**src/rtl/lcd_bus_responder_if.sv**
```systemverilog
// Character-LCD 8-bit bus: the initiator (master) drives EN/RS/RW/DATA_IN,
// the display model (slave) answers with DATA_OUT/DATA_OE during reads.
interface lcd_bus_responder_if;
    logic       LCD_EN;
    logic       LCD_RS;
    logic       LCD_RW;
    logic [7:0] LCD_DATA_IN;
    logic [7:0] LCD_DATA_OUT;
    logic       LCD_DATA_OE;

    modport master (output LCD_EN, LCD_RS, LCD_RW, LCD_DATA_IN,
                    input  LCD_DATA_OUT, LCD_DATA_OE);
    modport slave  (input  LCD_EN, LCD_RS, LCD_RW, LCD_DATA_IN,
                    output LCD_DATA_OUT, LCD_DATA_OE);
endinterface

```
**src/rtl/lcd_bus_responder.sv**
```systemverilog
// HD44780-style display model: 2x16 DDRAM, busy emulation, status/data reads.
// Optional LCD_RESP_PROTOCOL_CHECK_EN adds a sticky proto_err output.
module lcd_bus_responder #(
    parameter int CMD_CYCLES   = 8,
    parameter int CLEAR_CYCLES = 64
) (
    input  logic                CLOCK_50,
    input  logic                reset,
    lcd_bus_responder_if.slave  bus,
    output logic                disp_on,
    output logic [6:0]          cursor_addr,
    output logic                busy,
    input  logic [4:0]          dbg_idx,
    output logic [7:0]          dbg_char,
    output logic [7:0]          drop_cnt
`ifdef LCD_RESP_PROTOCOL_CHECK_EN
    ,
    output logic                proto_err
`endif
);
    typedef enum logic [1:0] {IDLE, EXEC, CLEAR} state_t;

    localparam logic [15:0] CMD_LD  = 16'(CMD_CYCLES);
    localparam logic [15:0] CLR_LD  = 16'(CLEAR_CYCLES);
    localparam logic [15:0] TAIL_LD = 16'(CLEAR_CYCLES - 32);

    // {EN, RS, RW, DATA[7:0]} through two flops
    logic [10:0] sync1_q, sync1_d, sync2_q, sync2_d;
    logic        en_prev_q, en_prev_d;
    logic        en_s, rs_s, rw_s, strobe, wr_stb, rd_stb;
    logic [7:0]  dat_s;

    state_t      state_q, state_d;
    logic [15:0] cnt_q, cnt_d;
    logic [4:0]  fill_q, fill_d;
    logic        rst_fill_q, rst_fill_d;
    logic [6:0]  cursor_q, cursor_d;
    logic        id_q, id_d;
    logic        disp_q, disp_d;
    logic [7:0]  drop_q, drop_d;

    logic [7:0]  ddram_q [32];
    logic        mem_we;
    logic [4:0]  mem_wa;
    logic [7:0]  mem_wd;
    logic [4:0]  idx;

    assign en_s   = sync2_q[10];
    assign rs_s   = sync2_q[9];
    assign rw_s   = sync2_q[8];
    assign dat_s  = sync2_q[7:0];
    assign strobe = en_prev_q & ~en_s;
    assign wr_stb = strobe & ~rw_s;
    assign rd_stb = strobe & rw_s;
    assign idx    = {cursor_q[6], cursor_q[3:0]};

    // Line wrap: 0x0F <-> 0x40 and 0x4F <-> 0x00
    function automatic logic [6:0] step_addr(input logic [6:0] a, input logic inc);
        if (inc) return (a[3:0] == 4'hF) ? {~a[6], 6'h00} : a + 7'd1;
        else     return (a[3:0] == 4'h0) ? {~a[6], 6'h0F} : a - 7'd1;
    endfunction

    always_comb begin
        sync1_d    = {bus.LCD_EN, bus.LCD_RS, bus.LCD_RW, bus.LCD_DATA_IN};
        sync2_d    = sync1_q;
        en_prev_d  = en_s;
        state_d    = state_q;
        cnt_d      = cnt_q;
        fill_d     = fill_q;
        rst_fill_d = rst_fill_q;
        cursor_d   = cursor_q;
        id_d       = id_q;
        disp_d     = disp_q;
        drop_d     = drop_q;
        mem_we     = 1'b0;
        mem_wa     = idx;
        mem_wd     = dat_s;
        unique case (state_q)
            IDLE: begin
                if (wr_stb) begin
                    state_d = EXEC;
                    cnt_d   = CMD_LD;
                    if (rs_s) begin
                        mem_we   = 1'b1;
                        cursor_d = step_addr(cursor_q, id_q);
                    end else if (dat_s[7]) begin
                        cursor_d = {dat_s[6], 2'b00, dat_s[3:0]};
                    end else if (dat_s[6:4] != 3'b000) begin
                        // CGRAM address, function set and shift are accepted as no-ops
                    end else if (dat_s[3]) begin
                        disp_d = dat_s[2];
                    end else if (dat_s[2]) begin
                        id_d = dat_s[1];
                    end else if (dat_s[1]) begin
                        cursor_d = 7'h00;
                        cnt_d    = CLR_LD;
                    end else if (dat_s[0]) begin
                        state_d  = CLEAR;
                        fill_d   = 5'd0;
                        cursor_d = 7'h00;
                        id_d     = 1'b1;
                    end
                end else if (rd_stb && rs_s) begin
                    cursor_d = step_addr(cursor_q, id_q);
                end
            end
            EXEC: begin
                if (cnt_q <= 16'd1) state_d = IDLE;
                else                cnt_d   = cnt_q - 16'd1;
            end
            CLEAR: begin
                mem_we = 1'b1;
                mem_wa = fill_q;
                mem_wd = 8'h20;
                fill_d = fill_q + 5'd1;
                if (fill_q == 5'd31) begin
                    // The post-reset fill returns straight to IDLE; a commanded
                    // clear keeps busy for the remainder of CLEAR_CYCLES.
                    rst_fill_d = 1'b0;
                    if (rst_fill_q || TAIL_LD == 16'd0) begin
                        state_d = IDLE;
                    end else begin
                        state_d = EXEC;
                        cnt_d   = TAIL_LD;
                    end
                end
            end
            default: state_d = IDLE;
        endcase
        if (wr_stb && state_q != IDLE && drop_q != 8'hFF) drop_d = drop_q + 8'd1;
    end

    always_ff @(posedge CLOCK_50) begin
        if (reset) begin
            sync1_q    <= '0;
            sync2_q    <= '0;
            en_prev_q  <= 1'b0;
            state_q    <= CLEAR;
            cnt_q      <= '0;
            fill_q     <= '0;
            rst_fill_q <= 1'b1;
            cursor_q   <= '0;
            id_q       <= 1'b1;
            disp_q     <= 1'b0;
            drop_q     <= '0;
        end else begin
            sync1_q    <= sync1_d;
            sync2_q    <= sync2_d;
            en_prev_q  <= en_prev_d;
            state_q    <= state_d;
            cnt_q      <= cnt_d;
            fill_q     <= fill_d;
            rst_fill_q <= rst_fill_d;
            cursor_q   <= cursor_d;
            id_q       <= id_d;
            disp_q     <= disp_d;
            drop_q     <= drop_d;
        end
    end

    // DDRAM has no reset port; the CLEAR fill after reset initialises it
    always_ff @(posedge CLOCK_50) begin
        if (mem_we && !reset) ddram_q[mem_wa] <= mem_wd;
    end

    assign busy             = (state_q != IDLE);
    assign disp_on          = disp_q;
    assign cursor_addr      = cursor_q;
    assign drop_cnt         = drop_q;
    assign dbg_char         = ddram_q[dbg_idx];
    assign bus.LCD_DATA_OE  = en_s & rw_s;
    assign bus.LCD_DATA_OUT = !(en_s & rw_s) ? 8'h00 :
                              rs_s ? ddram_q[idx] : {busy, cursor_q};

`ifdef LCD_RESP_PROTOCOL_CHECK_EN
    logic       proto_q, proto_d;
    logic [9:0] ctl_prev_q, ctl_prev_d;
    logic [1:0] hi_cnt_q, hi_cnt_d;

    always_comb begin
        ctl_prev_d = sync2_q[9:0];
        hi_cnt_d   = !en_s ? 2'd0 : (hi_cnt_q == 2'd3) ? 2'd3 : hi_cnt_q + 2'd1;
        proto_d    = proto_q;
        // ctl_prev_q[8] is RW: only write cycles must hold RS/RW/DATA steady
        if (en_s && en_prev_q && !ctl_prev_q[8] && sync2_q[9:0] != ctl_prev_q) proto_d = 1'b1;
        if (strobe && hi_cnt_q < 2'd2) proto_d = 1'b1;
    end

    always_ff @(posedge CLOCK_50) begin
        if (reset) begin
            proto_q    <= 1'b0;
            ctl_prev_q <= '0;
            hi_cnt_q   <= '0;
        end else begin
            proto_q    <= proto_d;
            ctl_prev_q <= ctl_prev_d;
            hi_cnt_q   <= hi_cnt_d;
        end
    end

    assign proto_err = proto_q;
`endif
endmodule

```
**src/flat_wrapper.sv**
```systemverilog
// flat-port wrapper written by rule: the top's interface ports become plain ports
module lcd_bus_responder_flat 
#(
    parameter int CMD_CYCLES   = 8,
    parameter int CLEAR_CYCLES = 64
)
  (CLOCK_50, reset, disp_on, cursor_addr, busy, dbg_idx, dbg_char, drop_cnt, bus_LCD_EN, bus_LCD_RS, bus_LCD_RW, bus_LCD_DATA_IN, bus_LCD_DATA_OUT, bus_LCD_DATA_OE);
  lcd_bus_responder_if bus_i ();
  input  logic CLOCK_50;
  input  logic reset;
  output logic disp_on;
  output logic [6:0] cursor_addr;
  output logic busy;
  input  logic [4:0] dbg_idx;
  output logic [7:0] dbg_char;
  output logic [7:0] drop_cnt;
  input wire logic [$bits(bus_i.LCD_EN)-1:0] bus_LCD_EN;
  input wire logic [$bits(bus_i.LCD_RS)-1:0] bus_LCD_RS;
  input wire logic [$bits(bus_i.LCD_RW)-1:0] bus_LCD_RW;
  input wire logic [$bits(bus_i.LCD_DATA_IN)-1:0] bus_LCD_DATA_IN;
  output wire logic [$bits(bus_i.LCD_DATA_OUT)-1:0] bus_LCD_DATA_OUT;
  output wire logic [$bits(bus_i.LCD_DATA_OE)-1:0] bus_LCD_DATA_OE;
  assign bus_i.LCD_EN = bus_LCD_EN;
  assign bus_i.LCD_RS = bus_LCD_RS;
  assign bus_i.LCD_RW = bus_LCD_RW;
  assign bus_i.LCD_DATA_IN = bus_LCD_DATA_IN;
  assign bus_LCD_DATA_OUT = bus_i.LCD_DATA_OUT;
  assign bus_LCD_DATA_OE = bus_i.LCD_DATA_OE;
  lcd_bus_responder #(.CMD_CYCLES(CMD_CYCLES), .CLEAR_CYCLES(CLEAR_CYCLES)) u_core (.CLOCK_50(CLOCK_50), .reset(reset), .bus(bus_i), .disp_on(disp_on), .cursor_addr(cursor_addr), .busy(busy), .dbg_idx(dbg_idx), .dbg_char(dbg_char), .drop_cnt(drop_cnt));
endmodule
```
**config.mk**
```make
export PLATFORM = sky130hd
export DESIGN_NAME = lcd_bus_responder_flat
export DESIGN_NICKNAME = d
export VERILOG_FILES = /design/src/rtl/lcd_bus_responder_if.sv /design/src/rtl/lcd_bus_responder.sv /design/src/flat_wrapper.sv
export SDC_FILE = /design/constraint.sdc
export NUM_CORES = 1
export LEC_CHECK = 0
export BUFFER_PORTS_ARGS = -buffer_cell sky130_fd_sc_hd__buf_4
export CAP_MARGIN = 5
export CORE_MARGIN = 4
export CORE_UTILIZATION = 30
export DETAILED_ROUTE_END_ITERATION = 10
export GPL_TIMING_DRIVEN = 0
export PLACE_DENSITY = 0.41
export SKIP_CTS_REPAIR_TIMING = 1
export SLEW_MARGIN = 20
export SYNTH_ARGS = -nofsm -noshare
export SYNTH_HDL_FRONTEND = slang
export SYNTH_SLANG_ARGS = --single-unit
```
**constraint.sdc**
```tcl
create_clock -name CLOCK_50 -period 3.4 [get_ports CLOCK_50]
set_clock_uncertainty 0.2 [all_clocks]
set_input_delay 0.51 -clock CLOCK_50 [delete_from_list [all_inputs] [get_ports CLOCK_50]]
set_output_delay 0.51 -clock CLOCK_50 [all_outputs]
set_load 0.01 [all_outputs]
```
==> results.py <==
metrics = {
    "run_status": {
        "status": "complete, but fails checks",
        "violations": "setup timing",
    },
    "timing": {
        "rsz0062_at_grt": "yes",
        "tightest_slew_ns": 0.966,
        "fin_ws_ns": -0.00677,
        "fin_crit_ns": 3.41,
        "slew_violations": 0,
        "setup_viol": 1,
        "final_hold_viol_count": 0,
        "relSlewSlack_pct": 35.6,
        "fin_crit_sh_pct": 100,
        "fmax_mhz": 294,
    },
    "cells_and_area": {
        "nFillCells": 4769,
        "area_delta_synth_final_pct": 25.7,
        "most-common-layout-cells": "256 x edfxtp_1, 128 x mux4_2, 66 x dfxtp_1",
        "final_common_cell": "edfxtp_1",
        "stdcell_area_sq_mm": 0.0194,
        "num_antenna_cells": 0,
        "drive_above_1_share_pct": 36.0,
        "layout.nets": 1186,
        "finalNonFillerCells": 1861,
    },
    "worst_setup_path": {
        "required_ns": 2.69,
        "cp_max_fo": 9,
        "criticalPathCategory": "flip-flop to output pin",
        "crit_buf_inv": 4,
        "worst_setup_path_start_kind": "flip-flop",
        "crit_path_end_kind": "output pin",
        "crit_top_cell": "buf_12",
        "path_cells": "buf_12 > buf_16 > buf_12 > nand3b_1 > o22ai_1 > a2111oi_4 > nor2_1 > o21ai_2 > buf_4",
        "worst_path_max_delay_cell": "a2111oi_4",
        "worstPathArrival_ns": 2.70,
        "crit_path_max_incr_delay_ns": 0.39,
        "crit_family": "compound AO/OA/AOI/OAI gates",
        "reg2reg_slack_ns": 0.01,
    },
    "die": {
        "start_util_pct": 30.6,
        "core_area_sq_mm": 0.0505,
        "die_x_um": 235,
        "io_pins": 52,
        "dieHeight_um": 235,
        "num_rows": 82,
        "fp.dieArea_sq_mm": 0.0551,
    },
    "logic_synthesis": {
        "synth_flop_cell": "edfxtp_1",
        "synthCells": 1030,
        "syn_area_sq_mm": 0.0154,
        "synth-edff-count": 256,
        "ys_seq_area_share_pct": 58.8,
        "ys_warn_count": 0,
        "synth_seq_cells": 325,
        "syn_area_per_cell_sq_um": 15.0,
        "mappedNetlistNets": 1059,
        "yosysUniqueCellTypes": 66,
        "async_reset_ff_share_pct": 0,
    },
    "route": {
        "drt_pre_antenna_iters": 5,
        "vias": 10052,
        "drc": 0,
        "wire_per_inst_um": 27.9,
        "viasPerCell": 5.40,
        "wirelength_um": 52000,
        "first_iter_violations": 825,
        "ant_nets": 0,
    },
    "grt": {
        "grt_overflow": 0,
        "grt_antenna_before_repair": 2,
        "grt_max_degree": 33,
        "grt_pass1_wl_um": 73000,
        "grt_pass1_vias": 9978,
        "use_met2_pct": 29.3,
        "use_met1_pct": 24.9,
        "grt_most_used_layer": "met2",
        "met3_usage_pct": 3.92,
        "track_usage_pct": 18.2,
    },
    "power": {
        "p_leak_nw": 6.26,
        "pwr_density_cell_mw_per_mm2": 560,
        "peakVddDrop_v": 0.000299,
        "finalPower_mw": 10.9,
    },
    "place": {
        "dpl.hpwl_um": 37700,
        "placed_area_sq_mm": 0.0169,
        "globalplace.congestion": 0.891,
        "port_buffers": 45,
        "placedCellCount": 1758,
    },
    "min_path": {
        "hold_path_class": "flip-flop to flip-flop",
    },
    "clocking": {
        "cts_max_level": 2,
        "path_clk_slew_ns": 0.06,
        "cts.path.max_buffers": 3,
        "cts_buffers": 40,
        "clk_latency_ns": 0.57,
        "root_buffer": "clkbuf_16",
        "cts_tree": "done",
        "clock_sinks": 325,
    },
    "run": {
        "max_cap_violations": 0,
    },
}
==> sequential cells by signal, summed over array words and instances, names as in the netlist, named ones only <==
name,count
u_core.ddram_q,256
u_core.cnt_q,16
u_core.sync1_q,11
u_core.sync2_q,11
u_core.drop_cnt,8
u_core.cursor_addr,7
u_core.fill_q,5
u_core.state_q,2
u_core.disp_on,1
u_core.en_prev_q,1
u_core.id_q,1
u_core.rst_fill_q,1
==> per-stage QoR <==
stage          hold WS (ns)  setup TNS, ns  setup slack, ns  utilization, %
5_1_grt               0.252          -8.28           -0.150            38.4
6_report              0.235       -0.00677         -0.00677            38.4
3_3_place_gp          0.218        -248.02            -1.28            32.9
3_5_place_dp          0.226         -27.92            -1.33            33.5
4_1_cts             -0.0912         -39.84            -1.96            36.3
2_1_floorplan         0.214              0            0.128               -
==> Yosys cell counts, types with 12 or more instances <==
cell type  number  area (sq um)
a2111oi_0      12           105
dfxtp_1        69          1380
buf_2          16          80.1
nand2_1        61           229
nor3_1         12          60.1
a31oi_1        14          87.6
inv_1          22          82.6
mux4_2        128          2880
nor2_1         78           293
a21oi_1        25           125
edfxtp_1      256          7690
nor2b_1        43           269
nand3_1        14          70.1
mux2_2         25           282
o21ai_0        28           140
clkbuf_1       39           146
==> logic make-up after synthesis <==
| family | Yosys count | synth area share [%] |
|---|---|---|
| AO/OA/AOI/OAI | 163 | 7.48 |
| adder cells (fa/ha/maj) | 11 | 0.892 |
| flip-flops | 325 | 58.8 |
| AND/OR/NAND/NOR | 270 | 8.83 |
| XOR/XNOR | 8 | 0.454 |
| multiplexers | 164 | 21.2 |
| buffers and inverters | 89 | 2.32 |
==> worst paths after layout <==
| path | from | endpoint | cells past startpoint |
|---|---|---|---|
| setup / recovery | flip-flop | bus_LCD_DATA_OUT[4] | 9 |
| setup reg to reg | u_core.state_q[1] | u_core.ddram_q[13][0] | 7 |
| hold reg to reg | u_core.sync1_q[8] | u_core.sync2_q[8] | 1 |
| hold / removal | u_core.sync1_q[8] | u_core.sync2_q[8] | 1 |
==> power by group <==
part / internal [mW] / leakage [nW] / switching (mW)
sequential: 4.48 / 2.93 / 0.0826
combinational: 0.627 / 2.65 / 1.12
clock: 2.79 / 0.686 / 1.76
==> per-layer routing <==
| metal | up-vias | share of wire (%) |
|---|---|---|
| met3 | 71 | 6.0 |
| met5 | - | 0.025 |
| li1 | 4431 | - |
| met4 | 2 | 3.0 |
| met1 | 5239 | 44 |
| met2 | 309 | 47 |
==> cell type report <==
class / instances / area (sq um) / share of cell area (%)
multi-input cells: 616 / 6580 / 33.9
repair buffers: 86 / 875 / 4.51
clock inverters: 25 / 304 / 1.57
flip-flops and latches: 325 / 9070 / 46.8
inverters: 22 / 82.6 / 0.426
plain buffers: 66 / 527 / 2.72
clock buffers: 49 / 1110 / 5.72
well taps: 672 / 841 / 4.34
Power figures use the tool's default switching activity.
